### config.mk
export PLATFORM = sky130hd
export DESIGN_NAME = pedestrian_drawer
export DESIGN_NICKNAME = d
export VERILOG_FILES = /design/src/rtl/pedestrian_drawer.sv
export SDC_FILE = /design/constraint.sdc
export NUM_CORES = 1
export LEC_CHECK = 0
export CAP_MARGIN = 40
export CORE_MARGIN = 2
export CORE_UTILIZATION = 40
export CTS_CLUSTER_DIAMETER = 200
export DETAILED_ROUTE_END_ITERATION = 16
export PLACE_DENSITY = 0.64
export SLEW_MARGIN = 10
export SYNTH_ARGS = -nofsm -noshare
export SYNTH_HDL_FRONTEND = slang
export SYNTH_SLANG_ARGS = --single-unit
export TNS_END_PERCENT = 50
### constraint.sdc
create_clock -name clk -period 3.5 [get_ports clk]
set_clock_uncertainty 0.2 [all_clocks]
set_input_delay 0.7 -clock clk [delete_from_list [all_inputs] [get_ports clk]]
set_output_delay 0.7 -clock clk [all_outputs]
set_load 0.01 [all_outputs]
### src/rtl/pedestrian_drawer.sv
// rtl/pedestrian_drawer.sv - erase/move/draw sequencer for the pedestrian sprite
module pedestrian_drawer #(
  parameter int         SPRITE_W   = 4,
  parameter int         SPRITE_H   = 4,
  parameter logic [2:0] PED_COLOUR = 3'b111,
  parameter logic [2:0] BG_COLOUR  = 3'b000,
  parameter int         Y_LIMIT    = 240
) (
  input  logic       clk,
  input  logic       reset,
  input  logic       frame_tick,
  input  logic [7:0] ped_x,
  input  logic [7:0] ped_y,
  input  logic       dead,
  output logic       can_move,
  output logic       plot,
  output logic [8:0] vga_x,
  output logic [7:0] vga_y,
  output logic [2:0] colour,
  output logic       busy,
  output logic [3:0] deaths
);

  localparam logic [2:0] IDLE   = 3'd0;
  localparam logic [2:0] ERASE  = 3'd1;
  localparam logic [2:0] MOVE   = 3'd2;
  localparam logic [2:0] SETTLE = 3'd3;
  localparam logic [2:0] DRAW   = 3'd4;

  localparam logic [2:0] COL_LAST = 3'(SPRITE_W - 1);
  localparam logic [2:0] ROW_LAST = 3'(SPRITE_H - 1);
  localparam logic [9:0] Y_LIM    = 10'(Y_LIMIT);

  logic [2:0] state;
  logic [2:0] col;
  logic [2:0] row;
  logic [7:0] old_x;
  logic [7:0] old_y;
  logic [7:0] draw_x;
  logic [7:0] draw_y;
  logic       old_valid;

  logic       pixel_phase;
  logic       last_pixel;
  logic [7:0] base_x;
  logic [7:0] base_y;
  logic [8:0] sum_x;
  logic [8:0] sum_y;

  assign pixel_phase = (state == ERASE) || (state == DRAW);
  assign last_pixel  = (col == COL_LAST) && (row == ROW_LAST);

  // ERASE repaints where the sprite was last drawn; DRAW uses the position sampled in SETTLE
  assign base_x = (state == DRAW) ? draw_x : old_x;
  assign base_y = (state == DRAW) ? draw_y : old_y;
  assign sum_x  = {1'b0, base_x} + {6'd0, col};
  assign sum_y  = {1'b0, base_y} + {6'd0, row};

  assign plot     = pixel_phase && ({1'b0, sum_y} < Y_LIM);
  assign vga_x    = pixel_phase ? sum_x : 9'd0;
  assign vga_y    = pixel_phase ? sum_y[7:0] : 8'd0;
  assign colour   = (state == DRAW) ? PED_COLOUR : ((state == ERASE) ? BG_COLOUR : 3'd0);
  assign can_move = (state == MOVE);
  assign busy     = (state != IDLE);

  always_ff @(posedge clk) begin
    if (reset) begin
      state     <= IDLE;
      col       <= 3'd0;
      row       <= 3'd0;
      old_x     <= 8'd0;
      old_y     <= 8'd0;
      draw_x    <= 8'd0;
      draw_y    <= 8'd0;
      old_valid <= 1'b0;
      deaths    <= 4'd0;
    end else begin
      case (state)
        IDLE: begin
          col <= 3'd0;
          row <= 3'd0;
          if (frame_tick) state <= old_valid ? ERASE : MOVE;
        end
        ERASE, DRAW: begin
          if (last_pixel) begin
            col <= 3'd0;
            row <= 3'd0;
            if (state == ERASE) begin
              state <= MOVE;
            end else begin
              state     <= IDLE;
              old_x     <= draw_x;
              old_y     <= draw_y;
              old_valid <= 1'b1;
            end
          end else if (col == COL_LAST) begin
            col <= 3'd0;
            row <= row + 3'd1;
          end else begin
            col <= col + 3'd1;
          end
        end
        MOVE: state <= SETTLE;
        SETTLE: begin
          // upstream has registered its new position by now
          draw_x <= ped_x;
          draw_y <= ped_y;
          if (dead && (deaths != 4'hF)) deaths <= deaths + 4'd1;
          state <= DRAW;
        end
        default: state <= IDLE;
      endcase
    end
  end

endmodule
# ---- Yosys cells after proc, flatten, opt, wreduce, memory -nomap -nowiden
# Cells that the tools add are included.
dict set report totals {
  mem_bits_ro 0
  out_inout_bits 27
  reg_bits 46
  mem_count 0
  latch_bits 0
  elab_cells 54
  ram_bits 0
  input_bits 20
}
dict set report classes {
  n_reduce_logical 12
  n_addsub 5
  order_cmp 1
  n_eq_ne 10
  muxes 16
  div_mod_pow 0
  bitwise_logic 1
  mul 0
  shift 0
}
# cell n
set op_table {}
lappend op_table {{$mux W8} 3}
lappend op_table {{$mux W3} 7}
lappend op_table {{$add A8 B3 Y9} 2}
lappend op_table {{$eq A3 B2 Y1 const B} 4}
lappend op_table {{$pmux W3 S2} 2}
lappend op_table {{$pmux W3 S4} 1}
lappend op_table {{$lt A9 B8 Y1 const B} 1}
lappend op_table {{$mux W9} 1}
lappend op_table {{$add A3 B1 Y3 const B} 2}
lappend op_table {{$reduce_and A2 Y1} 3}
lappend op_table {{$add A4 B1 Y4 const B} 1}
lappend op_table {{$mux W2} 2}
lappend op_table {{$ne A2 B2 Y1 const B} 2}
lappend op_table {{$ne A4 B4 Y1 const B} 1}
lappend op_table {{$eq A3 B1 Y1 const B} 1}
lappend op_table {{$eq A3 B3 Y1 const B} 1}
lappend op_table {{$logic_and A1 B1 Y1} 3}
lappend op_table {{$logic_not A3 Y1} 1}
lappend op_table {{$ne A3 B3 Y1 const B} 1}
lappend op_table {{$reduce_and A3 Y1} 1}
lappend op_table {{$reduce_bool A3 Y1} 1}
lappend op_table {{$reduce_bool A2 Y1} 1}
lappend op_table {{$reduce_or A2 Y1} 1}
lappend op_table {{$logic_or A1 B1 Y1} 1}
lappend op_table {{$not A1 Y1} 1}

# ---- Longest topological paths before layout
# Gate-level depths: netlist of the first run.
dict set report depth {
  ltp_word 5
  mapped_depth 15
  mapped_depth_nobuf 12
}

# ---- Least setup slack after synthesis of the first run
# No wires, ideal clock.
dict set report synth_path {
  path_type {register -> output}
  start {reg state[0]}
  end {out plot}
  arrival_ns 3.100
  required_time_ns 2.600
  n_path_buf 3
  stages_incl_launch_ff 16
  setup_slack_ns -0.500
  path_cell_list {dfxtp_1 buf_6 or3b_1 buf_6 inv_1 buf_2 nand2_1 nand2_1 ha_1 inv_1 fa_1 nor2b_1 o21ai_0 xnor2_1 a32o_1 a311oi_1}
}
dict set report synth_between {
  elab_chain_cells 5
  elab_cells_between_ends 7
  cone_classes {add/sub: 1; order compare: 1; eq/ne: 2; mux: 1; reduce/logical: 2}
}
# item line_no
set synth_lines {}
lappend synth_lines {{start: declaration} 34} ;# logic [2:0] state;
lappend synth_lines {{start signal: assignment} 82} ;# if (frame_tick) state <= old_valid ? ERASE : MOVE;
lappend synth_lines {{$eq A3 B3 Y1} {50, 55}}
lappend synth_lines {{$mux W8} 55} ;# assign base_y = (state == DRAW) ? draw_y : old_y;
lappend synth_lines {{$add A8 B3 Y9} 57} ;# assign sum_y = {1'b0, base_y} + {6'd0, row};
lappend synth_lines {{$lt A9 B8 Y1} 59} ;# assign plot = pixel_phase && ({1'b0, sum_y} < Y_LIM);
lappend synth_lines {{$logic_and A1 B1 Y1 *} 59}
lappend synth_lines {{end: declaration} 16} ;# output logic plot,
# Every way passes the cells marked *; elsewhere a longest branch is shown, timed or not.

# ---- Worst setup path in the final report of the first run
# Ends and elaborated chain as after synthesis.

==> results of run 1 <==
## flip-flops by register name, indices dropped and copies added, names as in the netlist
register	cells
col	3
draw_x	8
row	3
deaths	4
draw_y	8
old_y	8
state	3
old_x	8
old_valid	1
## layout by cell type (no fill, tap or decap), drive strengths merged, types with 3 or more instances in the layout
| cell | synthesis | routed |
|---|---|---|
| a21oi | 40 | 40 |
| and2 | 3 | 3 |
| buf | 10 | 31 |
| clkbuf | 13 | 7 |
| clkdlybuf4s15 | 0 | 4 |
| clkdlybuf4s50 | 0 | 30 |
| dfxtp | 46 | 46 |
| dlygate4sd2 | 0 | 3 |
| ha | 9 | 9 |
| inv | 9 | 9 |
| mux2i | 11 | 11 |
| nand2 | 96 | 96 |
| nand3 | 4 | 4 |
| nand4 | 3 | 3 |
| nor2 | 31 | 31 |
| nor2b | 5 | 5 |
| nor3 | 8 | 8 |
| nor3b | 3 | 3 |
| o21a | 3 | 3 |
| o21ai | 3 | 3 |
| xnor2 | 10 | 10 |
| xor2 | 8 | 8 |
## area by class of cell
type | count | area [um^2]
Clock inverter | 3 | 45.0
Fill cell | 622 | 2880
Inverter | 9 | 36.3
Clock buffer | 5 | 68.8
Multi-Input combinational cell | 263 | 1610
Timing Repair Buffer | 70 | 616
Sequential cell | 46 | 923
Tap cell | 77 | 96.3
## kinds of logic (layout without fill, tap and decap cells)
family                   Yosys count  count (layout)  synth area share
buffers and inverters             32              87            0.0686
multiplexers                      11              11            0.0443
flip-flops                        46              46             0.358
XOR/XNOR                          18              18            0.0613
adder cells (fa/ha/maj)           12              12            0.0633
AND/OR/NAND/NOR                  164             164             0.276
AO/OA/AOI/OAI                     58              58             0.129
## worst max-delay path: cells and delay by family (launching register included)
family / cells / cell delay, ns
flip-flops: 1 / 0.33
AND/OR/NAND/NOR: 4 / 0.72
adder cells (fa/ha/maj): 2 / 0.54
XOR/XNOR: 1 / 0.14
buffers and inverters: 3 / 0.28
AO/OA/AOI/OAI: 3 / 0.55
## what timing repair did
action / 4_1_cts / 5_1_grt
pin swaps: 11 / 9
gates resized for setup: 58 / 23
setup buffers: 3 / 2
endpoints found under the setup margin: 16 / 13
## power by group through the flow
| stage | registers (mW) | logic, mW | clock network (mW) |
|---|---|---|---|
| 2_1_floorplan | 0.561 | 0.119 | 0 |
| 3_3_place_gp | 0.564 | 0.188 | 0 |
| 3_5_place_dp | 0.564 | 0.188 | 0 |
| 4_1_cts | 0.553 | 0.191 | 0.410 |
| 5_1_grt | 0.557 | 0.211 | 0.430 |
| 6_report | 0.554 | 0.190 | 0.401 |
## worst max-delay path by stage
| stage | from | to | slack (ns) | cells past startpoint |
|---|---|---|---|---|
| finish | state[0] | plot | -0.27 | 13 |
| floorplan | state[0] | plot | -0.12 | 15 |
| global route | state[0] | plot | -0.38 | 13 |
| detailed placement | state[1] | plot | -0.37 | 13 |
| global placement | state[1] | plot | -0.34 | 13 |
| CTS | state[0] | plot | -0.27 | 13 |
## through the flow
step,hold slack (ns),util,TNS (ns),area [um^2]
2_1_floorplan,0.236,-,-0.128,2610
3_3_place_gp,0.244,0.504,-2.14,3170
3_5_place_dp,0.252,0.504,-2.28,3170
4_1_cts,0.265,0.532,-0.919,3340
5_1_grt,0.289,0.542,-2.16,3400
6_report,0.265,0.542,-0.844,3400
## routing by layer
| metal | GRT usage | vias to the layer above |
|---|---|---|
| li1 | - | 1238 |
| met4 | 0.0543 | 0 |
| met2 | 0.308 | 50 |
| met5 | 0 | - |
| met1 | 0.235 | 1123 |
| met3 | 0.0354 | 9 |
==> flow_summary.ini, run 1 <==
[placement]
placed_cells = 461
place_ws_ns = -0.371
hpwlAfterDp_um = 4150
io_buffers = 46
place_congestion = 0.887

[critical_path]
cpPeakStageDelay_ns = 0.42
reg2reg_depth = 6
path_cells = or3b_4 > inv_4 > nand2_2 > nand2_1 > ha_2 > inv_2 > fa_2 > nor2b_4 > o21ai_2 > xnor2_1 > a32o_2 > a311oi_2 > buf_2
end_kind = output port
crit_path_start_kind = flop
slowest_stage = or3b_4
cp_max_fo = 5
r2r_slack_ns = 1.16
cp.required_ns = 2.60
critical_path_arrival_ns = 2.87
r2r_end = old_x[1]
regToRegStartpoint = col[0]
crit_type = reg2out

[power_and_ir_drop]
power_density_mw_per_mm2 = 337
seqPwrFrac = 0.484
p_clk_frac = 0.350
p_sw_mw = 0.303
p_leak_nw = 1.29
swShare = 0.265
comb_power_share = 0.166
p_int_mw = 0.842
p_total_mw = 1.14
ir_drop_mv = 0.201

[floorplan]
num_rows = 29
dieArea_mm2 = 0.00708
die_w_um = 84.2
coreArea_mm2 = 0.00628
io_pins = 47
initial_core_util = 0.409
fp.dieH_um = 84.2

[clock_tree]
cts_tree = yes
clkLatencyLatePin_ns = 0.30
cts-root-buf = clkbuf_8
cts_sinks = 46
cts_hold_buffers = 0
clk_path_buf_depth = 2
numCtsBuffers = 5
clkTransAtPathRegs_ns = 0.09
htreeDepth = 2

[yosys]
synth_seq_cells = 46
synth_area_mm2 = 0.00257
yosysTopAreaCellShare = 0.358
syn-num-nets = 372
synth_edf_count = 0
yosysMostFrequentCell = nand2_1
yosysUniqueCellTypes = 41
synth_top_cells_by_count = nand2_1, dfxtp_1, a21oi_1
async_flop_share = 0
avgSynthCellArea_um2 = 7.54
synthTopCellsByArea = dfxtp_1, nand2_1, a21oi_1, nor2_1, ha_1
netlist_instances = 341
ys_dominant_reg_cell = dfxtp_1
yosysTopAreaCell = dfxtp_1
yosysWarnings = 0
ys_seq_area_frac = 0.358

[detailed_routing]
num_vias = 2420
wl_um = 6210
wire_per_inst_um = 13.1
highest_layer = met4
drt-initial-drc-count = 96
first_pass_iters = 4
drc = 0
route.met3.wl_um = 207
wl_met2_um = 2930
ant_nets = 0
wl_met1_um = 2970
viasPerCell = 5.12

[layout]
final_nets = 426
syn_to_final_growth_pct = 32.3
antenna_cells = 0
fin_cells = 473
drive_gt1_frac = 0.194

[grt]
grt_pass1_wl_um = 10600
antenna_found_initial = 0
overflow = 0
grt_usage = 0.182
grt_pass1_vias = 2392
grt_max_degree = 47

[sta]
setup_viol = 8
fmax_mhz = 265
worstMarginPinSlew_ns = 0.743
period_share = 1.08
relSlewSlack = 0.503
final_hold_viol_count = 0
rsz0062_at_grt = yes
setup_ws_ns = -0.271
fin_crit_ns = 3.77
drv_slew = 0

[worst_hold_path]
whs_path_depth = 2
holdPathEnd = old_x[0]
hp-class = reg2reg
holdCritStartpoint = old_x[0]

[run_status]
failed_checks = setup timing
status = finished with violations

[job]
drv_cap = 0
No activity file was read; power rests on OpenSTA's default activity.
==> run 2, diff against run 1 <==
- ABC_AREA: default -> 0
- SLEW_MARGIN: 10 -> 30
==> results of run 2 <==
No change in the layout: final DEF, timing and power equal those of run 1.
